==> src/rtl/bitvert_col_sched.sv <==
// bitvert_col_sched: per-column control sequencer for a bit-serial
// activation MAC. A job latches the activations and their sum, then steps
// through PRIME, CLR, PRE, eight COL cycles (bit 7 down to 0), FLUSH and DONE,
// replaying one stored config word per bit column.
// Optional build macro SCHED_INTERNAL_SUM_EN: sum_act is computed here from
// act_in; otherwise it is latched from the sum_act_in port.
module bitvert_col_sched #(
  parameter int unsigned DATA_WIDTH = 8,
  parameter int unsigned VEC_LENGTH = 8,
  localparam int unsigned SEL_W  = $clog2(VEC_LENGTH) + 1,
  localparam int unsigned SUM_W  = $clog2(VEC_LENGTH) + DATA_WIDTH,
  localparam int unsigned N_SEL  = VEC_LENGTH / 2,
  localparam int unsigned ASEL_W = N_SEL * SEL_W,
  localparam int unsigned CFG_W  = ASEL_W + SEL_W + 6,
  localparam int unsigned ACT_W  = VEC_LENGTH * DATA_WIDTH
) (
  input  logic                    clk,
  input  logic                    reset,
  input  logic                    cfg_we,
  input  logic [2:0]              cfg_addr,
  input  logic [CFG_W-1:0]        cfg_wdata,
  input  logic                    start_valid,
  output logic                    start_ready,
  input  logic [ACT_W-1:0]        act_in,
`ifndef SCHED_INTERNAL_SUM_EN
  input  logic signed [SUM_W-1:0] sum_act_in,
`endif
  output logic                    busy,
  output logic                    done,
  output logic                    mac_en,
  output logic                    mac_rst,
  output logic [ACT_W-1:0]        act_out,
  output logic [ASEL_W-1:0]       act_sel,
  output logic [SEL_W-1:0]        hamming_sel,
  output logic                    hamming_sign,
  output logic signed [SUM_W-1:0] sum_act,
  output logic [2:0]              column_idx,
  output logic [2:0]              mul_const,
  output logic                    is_shift_mul,
  output logic                    is_msb,
  output logic                    is_skip_zero
);

  localparam int unsigned N_COL   = 8;
  localparam int unsigned COL_W   = 3;
  localparam int unsigned HSEL_LO = 6;
  localparam int unsigned ASEL_LO = HSEL_LO + SEL_W;
  localparam logic [SEL_W-1:0]  SEL_ZERO  = SEL_W'(VEC_LENGTH);
  localparam logic [ASEL_W-1:0] ASEL_ZERO = {N_SEL{SEL_ZERO}};
  localparam logic [COL_W-1:0]  COL_TOP   = COL_W'(N_COL - 1);

  typedef enum logic [2:0] {
    S_IDLE, S_PRIME, S_CLR, S_PRE, S_COL, S_FLUSH, S_DONE
  } state_t;

  state_t r_state, w_state_n;
  logic [COL_W-1:0] r_col, w_col_n, w_prev_idx;
  logic [CFG_W-1:0] r_cfg [N_COL];
  logic [CFG_W-1:0] w_cur, w_prev;
  logic             w_accept;

  logic [ACT_W-1:0]        r_act;
  logic signed [SUM_W-1:0] r_sum, w_sum;

  logic              r_start_ready, r_busy, r_done, r_mac_en, r_mac_rst;
  logic [ASEL_W-1:0] r_act_sel;
  logic [SEL_W-1:0]  r_hsel;
  logic              r_hsign, r_shift, r_msb, r_skip;
  logic [2:0]        r_mul, r_col_idx;

  logic              w_start_ready, w_busy, w_done, w_mac_en, w_mac_rst;
  logic [ASEL_W-1:0] w_act_sel;
  logic [SEL_W-1:0]  w_hsel;
  logic              w_hsign, w_shift, w_msb, w_skip;
  logic [2:0]        w_mul, w_col_idx;

`ifdef SCHED_INTERNAL_SUM_EN
  // Sign-extended sum of all activations at full SUM_W width.
  always_comb begin
    w_sum = '0;
    for (int unsigned i = 0; i < VEC_LENGTH; i++) begin
      w_sum = w_sum + SUM_W'($signed(act_in[i*DATA_WIDTH +: DATA_WIDTH]));
    end
  end
`else
  assign w_sum = sum_act_in;
`endif

  // Next state, column counter and next registered control values.
  always_comb begin
    w_state_n     = r_state;
    w_col_n       = r_col;
    w_accept      = 1'b0;
    w_start_ready = 1'b0;
    w_busy        = 1'b0;
    w_done        = 1'b0;
    w_mac_en      = 1'b0;
    w_mac_rst     = 1'b0;
    w_act_sel     = ASEL_ZERO;
    w_hsel        = SEL_ZERO;
    w_hsign       = 1'b0;
    w_mul         = 3'd0;
    w_shift       = 1'b0;
    w_msb         = 1'b0;
    w_skip        = 1'b1;
    w_col_idx     = 3'd0;
    w_prev_idx    = '0;
    w_cur         = '0;
    w_prev        = '0;

    case (r_state)
      S_IDLE: begin
        if (start_valid) begin
          w_accept  = 1'b1;
          w_state_n = S_PRIME;
        end
      end
      S_PRIME: w_state_n = S_CLR;
      S_CLR:   w_state_n = S_PRE;
      S_PRE: begin
        w_state_n = S_COL;
        w_col_n   = COL_TOP;
      end
      S_COL: begin
        if (r_col == '0) begin
          w_state_n = S_FLUSH;
          w_col_n   = COL_TOP;
        end else begin
          w_col_n = r_col - 3'd1;
        end
      end
      S_FLUSH: w_state_n = S_DONE;
      S_DONE:  w_state_n = S_IDLE;
      default: w_state_n = S_IDLE;
    endcase

    // Outputs are registered, so they are decoded from the state being entered.
    case (w_state_n)
      S_IDLE:  w_start_ready = 1'b1;
      S_PRIME: begin
        w_busy   = 1'b1;
        w_mac_en = 1'b1;
      end
      S_CLR: begin
        w_busy    = 1'b1;
        w_mac_rst = 1'b1;
      end
      S_PRE: begin
        w_busy    = 1'b1;
        w_act_sel = r_cfg[COL_TOP][ASEL_LO +: ASEL_W];
      end
      S_COL: begin
        w_busy     = 1'b1;
        w_mac_en   = 1'b1;
        w_prev_idx = w_col_n - 3'd1;
        w_cur      = r_cfg[w_col_n];
        w_prev     = r_cfg[w_prev_idx];
        w_col_idx  = w_col_n;
        w_msb      = (w_col_n == COL_TOP);
        w_hsel     = w_cur[HSEL_LO +: SEL_W];
        w_hsign    = w_cur[5];
        w_mul      = w_cur[4:2];
        w_shift    = w_cur[1];
        w_skip     = w_cur[0];
        // act_sel runs one column ahead of the rest of the controls.
        w_act_sel  = (w_col_n == '0) ? ASEL_ZERO : w_prev[ASEL_LO +: ASEL_W];
      end
      S_FLUSH: begin
        w_busy   = 1'b1;
        w_mac_en = 1'b1;
      end
      S_DONE: begin
        w_busy = 1'b1;
        w_done = 1'b1;
      end
      default: w_start_ready = 1'b1;
    endcase
  end

  // State, counter and control output registers.
  always_ff @(posedge clk or posedge reset) begin
    if (reset) begin
      r_state       <= S_IDLE;
      r_col         <= COL_TOP;
      r_start_ready <= 1'b1;
      r_busy        <= 1'b0;
      r_done        <= 1'b0;
      r_mac_en      <= 1'b0;
      r_mac_rst     <= 1'b0;
      r_act_sel     <= ASEL_ZERO;
      r_hsel        <= SEL_ZERO;
      r_hsign       <= 1'b0;
      r_mul         <= 3'd0;
      r_shift       <= 1'b0;
      r_msb         <= 1'b0;
      r_skip        <= 1'b1;
      r_col_idx     <= 3'd0;
    end else begin
      r_state       <= w_state_n;
      r_col         <= w_col_n;
      r_start_ready <= w_start_ready;
      r_busy        <= w_busy;
      r_done        <= w_done;
      r_mac_en      <= w_mac_en;
      r_mac_rst     <= w_mac_rst;
      r_act_sel     <= w_act_sel;
      r_hsel        <= w_hsel;
      r_hsign       <= w_hsign;
      r_mul         <= w_mul;
      r_shift       <= w_shift;
      r_msb         <= w_msb;
      r_skip        <= w_skip;
      r_col_idx     <= w_col_idx;
    end
  end

  // Column config buffer; writable only while idle.
  always_ff @(posedge clk or posedge reset) begin
    if (reset) begin
      for (int unsigned i = 0; i < N_COL; i++) r_cfg[i] <= '0;
    end else if (cfg_we && (r_state == S_IDLE)) begin
      r_cfg[cfg_addr] <= cfg_wdata;
    end
  end

  // Job operands, held from acceptance until the next accepted start.
  always_ff @(posedge clk or posedge reset) begin
    if (reset) begin
      r_act <= '0;
      r_sum <= '0;
    end else if (w_accept) begin
      r_act <= act_in;
      r_sum <= w_sum;
    end
  end

  assign start_ready  = r_start_ready;
  assign busy         = r_busy;
  assign done         = r_done;
  assign mac_en       = r_mac_en;
  assign mac_rst      = r_mac_rst;
  assign act_out      = r_act;
  assign sum_act      = r_sum;
  assign act_sel      = r_act_sel;
  assign hamming_sel  = r_hsel;
  assign hamming_sign = r_hsign;
  assign mul_const    = r_mul;
  assign is_shift_mul = r_shift;
  assign is_msb       = r_msb;
  assign is_skip_zero = r_skip;
  assign column_idx   = r_col_idx;

endmodule

==> config.mk <==
export PLATFORM = sky130hd
export DESIGN_NAME = bitvert_col_sched
export DESIGN_NICKNAME = d
export VERILOG_FILES = /design/src/rtl/bitvert_col_sched.sv
export SDC_FILE = /design/constraint.sdc
export NUM_CORES = 1
export LEC_CHECK = 0
export ABC_CLOCK_PERIOD_IN_PS = 22700
export CAP_MARGIN = 10
export CORE_MARGIN = 3
export CORE_UTILIZATION = 58
export DETAILED_ROUTE_END_ITERATION = 16
export GPL_TIMING_DRIVEN = 0
export PLACE_DENSITY = 0.87
export SYNTH_ARGS = -nofsm -noshare
export SYNTH_HDL_FRONTEND = slang
export SYNTH_SLANG_ARGS = --single-unit
==> constraint.sdc <==
create_clock -name clk -period 22.7 [get_ports clk]
set_clock_uncertainty 0.15 [all_clocks]
set_input_delay 4.54 -clock clk [delete_from_list [all_inputs] [get_ports clk]]
set_output_delay 4.54 -clock clk [all_outputs]
set_load 0.005 [all_outputs]
==> results of run 1 <==
==> through the flow <==
stage | util, % | hold slack (ns) | power (mW) | instance area (um2)
after floorplan | - | 0.302 | 1.56 | 13800
after global placement | 71.1 | 0.322 | 1.94 | 16400
after detailed placement | 71.3 | 0.330 | 1.98 | 16400
after CTS | 76.4 | 0.343 | 2.57 | 17600
after global routing | 76.4 | 0.363 | 2.70 | 17600
final | 76.4 | 0.339 | 2.57 | 17600
==> final timing paths <==
path | from | to | slack, ns | cells after the start
min in group asynchronous | reset | mul_const[2]$_DFF_PP0_ | 4.42 | 2
max in group asynchronous | reset | r_cfg[97]$_DFFE_PP0P_ | 16.95 | 3
hold / removal | r_cfg[139]$_DFFE_PP0P_ | r_cfg[139]$_DFFE_PP0P_ | 0.34 | 1
setup / recovery | cfg_we | r_cfg[30]$_DFFE_PP0P_ | 15.80 | 7
setup reg to reg | r_state[2]$_DFF_PP0_ | act_sel[0]$_DFF_PP0_ | 18.23 | 14
hold reg to reg | r_cfg[139]$_DFFE_PP0P_ | r_cfg[139]$_DFFE_PP0P_ | 0.34 | 1
==> synthesized netlist by cell type (2+ instances only) <==
cell / count
a211oi_1: 36
a21oi_1: 15
a31oi_1: 4
a32o_1: 12
and2_1: 7
and2b_1: 2
and3_1: 26
buf_2: 25
buf_6: 7
clkbuf_1: 24
dfrtp_1: 314
dfstp_2: 10
ha_1: 6
inv_1: 11
mux2_1: 2
mux2_2: 293
mux2i_1: 53
nand2_1: 37
nand2b_1: 5
nand3_1: 14
nand3b_1: 3
nor2_1: 14
nor2b_1: 2
nor3b_2: 2
o21a_1: 4
o21ai_0: 9
o221ai_1: 8
o22a_1: 12
o22ai_1: 4
==> sequential cells by signal, summed over array words and instances (netlist names), 3 cells and up <==
name,flops
column_idx,3
act_out,64
sum_act,11
r_state,3
r_cfg,208
r_col,3
hamming_sel,4
mul_const,3
act_sel,16
==> report_power, final <==
group / switching (mW) / total, mW / internal [mW]
registers: 0.136 / 0.983 / 0.847
clock network: 0.219 / 0.574 / 0.355
logic: 0.461 / 1.01 / 0.548
==> cells by family (layout without fill, tap and decap cells) <==
logic type | after synthesis | count (layout) | share of synthesized area, %
other | 0 | 1 | 0
adders and majority gates | 6 | 6 | 0.543
and+or+nand+nor | 119 | 119 | 4.54
muxes | 348 | 348 | 27.8
AOI/OAI and AO/OA | 108 | 108 | 5.80
buffers and inverters | 71 | 348 | 2.59
DFF | 324 | 324 | 58.7
==> placed cells by master, fill, tap and decap left out, types with 4 or more instances in the layout <==
master,count
and2_1,7
o21a_1,4
inv_1,10
clkbuf_8,11
buf_6,7
a21oi_1,15
o22a_1,12
dfstp_2,10
a31oi_1,4
mux2i_1,53
a211oi_1,36
dfrtp_1,314
o21ai_0,9
clkbuf_16,37
nand3_1,14
clkdlybuf4s50_1,215
o22ai_1,4
nor2_1,14
clkbuf_1,31
ha_1,6
a32o_1,12
nand2b_1,5
and3_1,26
nand2_1,37
mux2_2,293
o221ai_1,8
buf_2,25
==> per-layer routing <==
layer	track usage (%)	share of wire [%]	wire, um	vias to the layer above
li1	-	-	-	4059
met1	35.8	40	14100	4723
met2	45.6	48	17000	401
met3	7.22	8.5	3000	85
met4	10.3	3.7	1320	0
met5	0	0	0	-
==> layout make-up <==
cell class	instances	share of cell area [%]
Sequential cell	324	46.1
Multi-Input combinational cell	581	30.4
Timing Repair Buffer	217	12.5
Clock buffer	55	6.26
Tap cell	313	2.22
Buffer	59	1.76
Clock inverter	5	0.426
Inverter	12	0.312
Antenna cell	1	0.0142
==> results_dict.tcl, run 1 <==
set metrics [dict create \
    yosysWarnings 0 \
    cap_violations 0 \
    cp_num_buf_inv 3 \
    crit_arrival_ns 7.14 \
    synth_fp_nets 1090 \
    slew_viol_final 0 \
    ctsResizeCount 0 \
    setup_viol 0 \
    cts_setup_buffers 0 \
    start_kind "input port" \
    num_rows 55 \
    critPathSlowestCell "nor2_1" \
    io_buffer_count 215 \
    crit_type "in2reg" \
    numCtsBuffers 34 \
    synth_area_leader_cell "dfrtp_1" \
    finalNetCount 1343 \
    rsz0062_at_grt "false" \
    synth_edf_count 0 \
    cp.required_ns 22.94 \
    fin_cells 1567 \
    irDropWorstVdd_mv 0.0910 \
    max_freq_mhz 145 \
    seq_area_um2 8120 \
    cts.sinks 324 \
    synth_cell_types 44 \
    tritoncts "done" \
    multi_input_area_um2 5360 \
    grt_pass1_wl_um 56000 \
    setup_tns_ns 0 \
    crit_path_end_kind "flop" \
    synth_ff_type "dfrtp_1" \
    status "finished, final reports clean" \
    dp_cells 1506 \
    holdBufCountCts 0 \
    overflow 0 \
    finalWorstSetupSlack_ns 15.80 \
    place.gp.congestion 0.844 \
    grt_start_max_net_pins 127 \
    clk_latency_ns 0.51 \
    die_w_um 160 \
    ys_ff_latch 324 \
    start_util_pct 60.0 \
    cts-root-buf "clkbuf_16" \
    syn_to_final_growth_pct 27.4 \
    dp_hpwl_um 23400 \
    drt_iter0_drc 742 \
    syn_avg_cell_area_um2 14.2 \
    via_per_inst 5.91 \
    core_um2 23100 \
    die_h_um 160 \
    cts_htree_levels 2 \
    grt_pass1_vias 9958 \
    worst_pin_slew_ns 0.877 \
    dpl_worst_slack_ns 15.37 \
    cp_top_family "simple AND/OR/NAND/NOR gates" \
    p_per_area_nw_per_um2 146 \
    drtPass1Iterations 5 \
    synthArstFlopShare_pct 100 \
    ios 218 \
    synth_area_um2 13800 \
    drc_errors 0 \
    min_period_ns 6.90 \
    drtAntennaViolNets 0 \
    path_max_fanout 10 \
    slew_headroom_pct 41.4 \
    antenna_found_initial 1 \
    synth_top_area_share_pct 56.8 \
    n_fill_cell 1411 \
    die_area_um2 25700 \
    cp_slowest_stage_delay_ns 0.69 \
    min_path_type "reg2reg" \
    synthTopCellsByArea "dfrtp_1 (57%), mux2_2 (24%), mux2i_1 (3.8%)" \
    hold_violations 0 \
    syn_inst 976 \
    clkSlewWorstSetupHoldPaths_ns 0.06 \
    drt_wl_total_um 35400 \
    vias 9268 \
    path_cells "clkdlybuf4s50_1 -> and3_1 -> nand2b_1 -> clkbuf_1 -> nor2_1 -> buf_2 -> mux2_2" \
    p_leak_nw 7.95 \
    avgRoutedWirePerCell_um 22.6 \
    final_layout_size_suffix_gt1_share_pct 31.9 \
    period_share_pct 30.4 \
    yosysSeqAreaShare_pct 58.7 \
    clockBufferDepth 3 \
    gr-usage-all-layers_pct 27.8 \
]
(Power assumes the default switching activity.)
==> run 2: changes to the inputs <==
ABC_CLOCK_PERIOD_IN_PS = 6800   (was 22700)
CORE_UTILIZATION = 54   (was 58)
PLACE_DENSITY = 0.82   (was 0.87)
clock period = 6.8 ns   (was 22.7 ns; I/O delays follow)
==> results_dict.tcl, run 2 (synthesis results as in run 1) <==
set metrics [dict create \
    status "finished, final reports clean" \
    gr-usage-all-layers_pct 26.4 \
    finalNetCount 1351 \
    period_share_pct 67.3 \
    fin_cells 1587 \
    grt_start_max_net_pins 44 \
    min_path_type "reg2reg" \
    holdBufCountCts 0 \
    crit_type "reg2reg" \
    multi_input_area_um2 5360 \
    drt_wl_total_um 36700 \
    num_rows 57 \
    whs_path_depth 1 \
    cts.sinks 324 \
    clk_latency_ns 0.51 \
    p_leak_nw 7.98 \
    avgRoutedWirePerCell_um 23.1 \
    cp.required_ns 7.08 \
    clkSlewWorstSetupHoldPaths_ns 0.06 \
    numCtsBuffers 36 \
    cts_htree_levels 2 \
    slew_viol_final 0 \
    n_fill_cell 1676 \
    via_per_inst 5.85 \
    core_um2 24700 \
    crit_arrival_ns 4.86 \
    seq_area_um2 8120 \
    dp_cells 1523 \
    dpl_worst_slack_ns 2.33 \
    cap_violations 0 \
    die_h_um 166 \
    clockBufferDepth 3 \
    hold_slack_ns 0.352 \
    overflow 0 \
    top_register "r_cfg" \
    p_per_area_nw_per_um2 484 \
    vias 9286 \
    worst_pin_slew_ns 0.810 \
    start_util_pct 55.9 \
    slew_headroom_pct 45.7 \
    place.gp.congestion 0.823 \
    setup_viol 0 \
    grt_pass1_wl_um 57600 \
    io_buffer_count 215 \
    drtAntennaViolNets 0 \
    drtPass1Iterations 8 \
    finalWorstSetupSlack_ns 2.22 \
    antenna_found_initial 0 \
    reg2regPathDepth 14 \
    ctsResizeCount 0 \
    die_area_um2 27600 \
    layout_common_cells "dfrtp_1 (314), mux2_2 (293), clkdlybuf4s50_1 (215)" \
    cts_setup_buffers 0 \
    irDropWorstVdd_mv 0.281 \
    drt_iter0_drc 630 \
    p_total_mw 8.57 \
    diodes 0 \
    final_layout_size_suffix_gt1_share_pct 32.1 \
    final_common_cell "dfrtp_1" \
    min_period_ns 4.58 \
    cts-root-buf "clkbuf_16" \
    grt_pass1_vias 10200 \
    path_max_fanout 11 \
    rsz0062_at_grt "false" \
    crit_path_end_kind "flop" \
    syn_to_final_growth_pct 28.1 \
    tritoncts "done" \
    largest_register_ffs 208 \
    max_freq_mhz 219 \
    drc_errors 0 \
    ios 218 \
    hold_violations 0 \
    dp_hpwl_um 24600 \
    die_w_um 166 \
    start_kind "flop" \
]
-- run 2: final timing paths --
check                                 startpoint                      end  slack (ns)
max                         r_state[2]$_DFF_PP0_     act_sel[2]$_DFF_PP0_        2.22
min                        r_cfg[58]$_DFFE_PP0P_    r_cfg[58]$_DFFE_PP0P_        0.35
max reg2reg                 r_state[2]$_DFF_PP0_     act_sel[2]$_DFF_PP0_        2.22
min reg2reg                r_cfg[58]$_DFFE_PP0P_    r_cfg[58]$_DFFE_PP0P_        0.35
max in group asynchronous                  reset    act_sel[15]$_DFF_PP1_        4.14
min in group asynchronous                  reset  act_out[29]$_DFFE_PP0P_        1.17
-- run 2: layout make-up --
type,count,area share (%)
plain buffers,59,1.75
clock buffers,55,5.95
clock inverters,9,0.600
inverters,12,0.290
multi-input cells,581,30.2
flip-flops and latches,324,45.8
well taps,324,2.29
repair buffers,223,13.1
-- run 2: worst max-delay path: stages (launching register included) --
cell and delay (ns):
dfrtp_1 0.48, or3b_1 0.38, buf_2 0.17, o221ai_2 0.34, buf_4 0.29, buf_6 0.24
inv_1 0.07, ha_1 0.23, ha_1 0.39, nand2b_1 0.10, clkbuf_1 0.43, clkbuf_1 0.67
a211oi_1 0.11, a211oi_1 0.22, a32o_1 0.22
-- run 2: stage by stage --
step | area, um2 | setup TNS, ns | util, %
after floorplan | 13800 | 0 | -
after global placement | 16400 | -359.71 | 66.3
after detailed placement | 16600 | 0 | 66.9
after CTS | 17700 | 0 | 71.6
after global routing | 17700 | 0 | 71.6
final | 17700 | 0 | 71.6
-- run 2: layer usage --
metal  global-route usage, %  up-vias  wire length (um)
li1                        -     4073                 -
met5                       0        -                 0
met4                    9.37        0              1210
met1                    33.0     4788             14800
met2                    44.9      345             18100
met3                    6.81       80              2620
-- run 2: power by group --
part	switching (mW)	internal, mW
clock network	0.767	1.15
registers	0.455	2.83
logic	1.54	1.83
total	2.76	5.81
==> run 3: changes to the inputs <==
ABC_CLOCK_PERIOD_IN_PS = 4500   (was 6800)
clock period = 4.5 ns   (was 6.8 ns; I/O delays follow)
==> results_dict.tcl, run 3 (synthesis results as in run 1) <==
set metrics [dict create \
    status "finished, final reports clean" \
    worst_pin_slew_ns 0.811 \
    multi_input_area_um2 5360 \
    avgRoutedWirePerCell_um 23.1 \
    dp_hpwl_um 24600 \
    crit_type "reg2reg" \
    crit_arrival_ns 4.61 \
    p_leak_nw 7.99 \
    crit_path_end_kind "flop" \
    grt_pass1_vias 10200 \
    overflow 0 \
    drtPass1Iterations 5 \
    rsz0062_at_grt "false" \
    p_clk_share_pct 22.3 \
    n_fill_cell 1677 \
    finalWorstSetupSlack_ns 0.176 \
    clockBufferDepth 3 \
    seq_area_um2 8120 \
    cts_htree_levels 2 \
    die_area_um2 27600 \
    vias 9249 \
    antenna_found_initial 0 \
    crit_path_start "r_state[2]$_DFF_PP0_" \
    numCtsBuffers 36 \
    slew_headroom_pct 45.6 \
    path_max_fanout 11 \
    via_per_inst 5.83 \
    grt_pass1_wl_um 57600 \
    num_rows 57 \
    clk_latency_ns 0.51 \
    core_um2 24700 \
    gr-usage-all-layers_pct 26.4 \
    layout_common_cells "dfrtp_1 (314), mux2_2 (293), clkdlybuf4s50_1 (215)" \
    drt_iter0_drc 623 \
    cp.required_ns 4.78 \
    drt_wl_total_um 36700 \
    tritoncts "done" \
    io_buffer_count 215 \
    drtAntennaViolNets 0 \
    clkSlewWorstSetupHoldPaths_ns 0.06 \
    p_per_area_nw_per_um2 731 \
    die_w_um 166 \
    final_common_cell "dfrtp_1" \
    reg2regPathDepth 14 \
    largest_register_ffs 208 \
    finalNetCount 1351 \
    period_share_pct 96.1 \
    dp_cells 1523 \
    die_h_um 166 \
    start_util_pct 55.9 \
    endpoint "act_sel[2]$_DFF_PP0_" \
    rr_startpoint "r_state[2]$_DFF_PP0_" \
    start_kind "flop" \
    final_layout_size_suffix_gt1_share_pct 32.3 \
    swShare_pct 32.2 \
    slew_viol_final 0 \
    top_register "r_cfg" \
    syn_to_final_growth_pct 28.1 \
    setup_viol 0 \
    gr-usage-met3_pct 6.81 \
    cap_violations 0 \
    min_period_ns 4.32 \
    max_freq_mhz 231 \
    power_frac_comb_pct 39.4 \
    irDropWorstVdd_mv 0.424 \
    cts-root-buf "clkbuf_16" \
    fin_cells 1587 \
    diodes 0 \
    grtUsageMet2_pct 44.9 \
    hold_violations 0 \
    p_int_mw 8.78 \
    sequentialPowerShare_pct 38.3 \
    rrSetupSlack_ns 0.18 \
    cts.sinks 324 \
    grt_start_max_net_pins 44 \
    busiest_layer "met2" \
    r2r-end "act_sel[2]$_DFF_PP0_" \
    use_met1_pct 33.0 \
    drc_errors 0 \
    dpl_worst_slack_ns 0.0275 \
    ios 218 \
    min_path_type "reg2reg" \
    place.gp.congestion 0.823 \
    switching_power_mw 4.17 \
]
[run 3: cell types whose count changed in the layout (fill, tap and decap cells not counted)]
cell	delta
clkbuf_2	+3
clkbuf_1	-3
[run 3: metal layers]
metal / wire length, um / share of wire (%)
met4: 1240 / 3.4
met3: 2720 / 7.4
met2: 18100 / 49
met5: 0 / 0
met1: 14700 / 40
[run 3: power by group through the flow]
stage / sequential, mW / clock [mW] / combinational (mW)
6_report: 4.96 / 2.89 / 5.10
4_1_cts: 4.95 / 2.94 / 5.11
3_3_place_gp: 4.90 / 0 / 4.91
5_1_grt: 5.10 / 3.06 / 5.46
3_5_place_dp: 4.97 / 0 / 5.06
2_1_floorplan: 4.86 / 0 / 3.01
[run 3: worst max-delay path, stage by stage, from the launching register on]
cell and delay, ns:
dfrtp_1 0.48, or3b_1 0.38, buf_2 0.17, o221ai_2 0.34, buf_4 0.29, buf_6 0.24
inv_1 0.07, ha_1 0.23, ha_1 0.40, nand2b_1 0.10, clkbuf_1 0.43, clkbuf_2 0.44
a211oi_1 0.10, a211oi_1 0.19, a32o_1 0.22
[run 3: worst min path at each step]
stage | startpoint | endpoint | slack, ns | cells after the start
6_report | r_cfg[196]$_DFFE_PP0P_ | r_cfg[196]$_DFFE_PP0P_ | 0.35 | 1
5_1_grt | r_cfg[86]$_DFFE_PP0P_ | r_cfg[86]$_DFFE_PP0P_ | 0.36 | 1
4_1_cts | r_cfg[139]$_DFFE_PP0P_ | r_cfg[139]$_DFFE_PP0P_ | 0.35 | 1
3_5_place_dp | r_cfg[131]$_DFFE_PP0P_ | r_cfg[131]$_DFFE_PP0P_ | 0.33 | 1
3_3_place_gp | r_cfg[131]$_DFFE_PP0P_ | r_cfg[131]$_DFFE_PP0P_ | 0.32 | 1
2_1_floorplan | r_cfg[139]$_DFFE_PP0P_ | r_cfg[139]$_DFFE_PP0P_ | 0.30 | 1
[run 3: metrics by stage]
stage	hold slack (ns)	util, %	TNS [ns]	power, mW	instance area (um2)
2_1_floorplan	0.302	-	-271.48	7.87	13800
3_3_place_gp	0.321	66.3	-950.95	9.82	16400
3_5_place_dp	0.326	66.9	0	10.0	16600
4_1_cts	0.348	71.6	0	13.0	17700
5_1_grt	0.363	71.6	0	13.6	17700
6_report	0.350	71.6	0	12.9	17700
[run 3: cell type report]
type	count	area share, %
clock buffer	55	5.95
multi-input combinational	581	30.2
sequential	324	45.8
timing repair buffer	223	13.0
inverter	12	0.289
buffer	59	1.77
tap	324	2.29
clock inverter	9	0.600
[run 3: timing repair]
item | CTS | global route
endpoints found under the setup margin | 2 | 8
setup buffers | 0 | 0
resized for setup | 1 | 4
hold buffers | 0 | 0
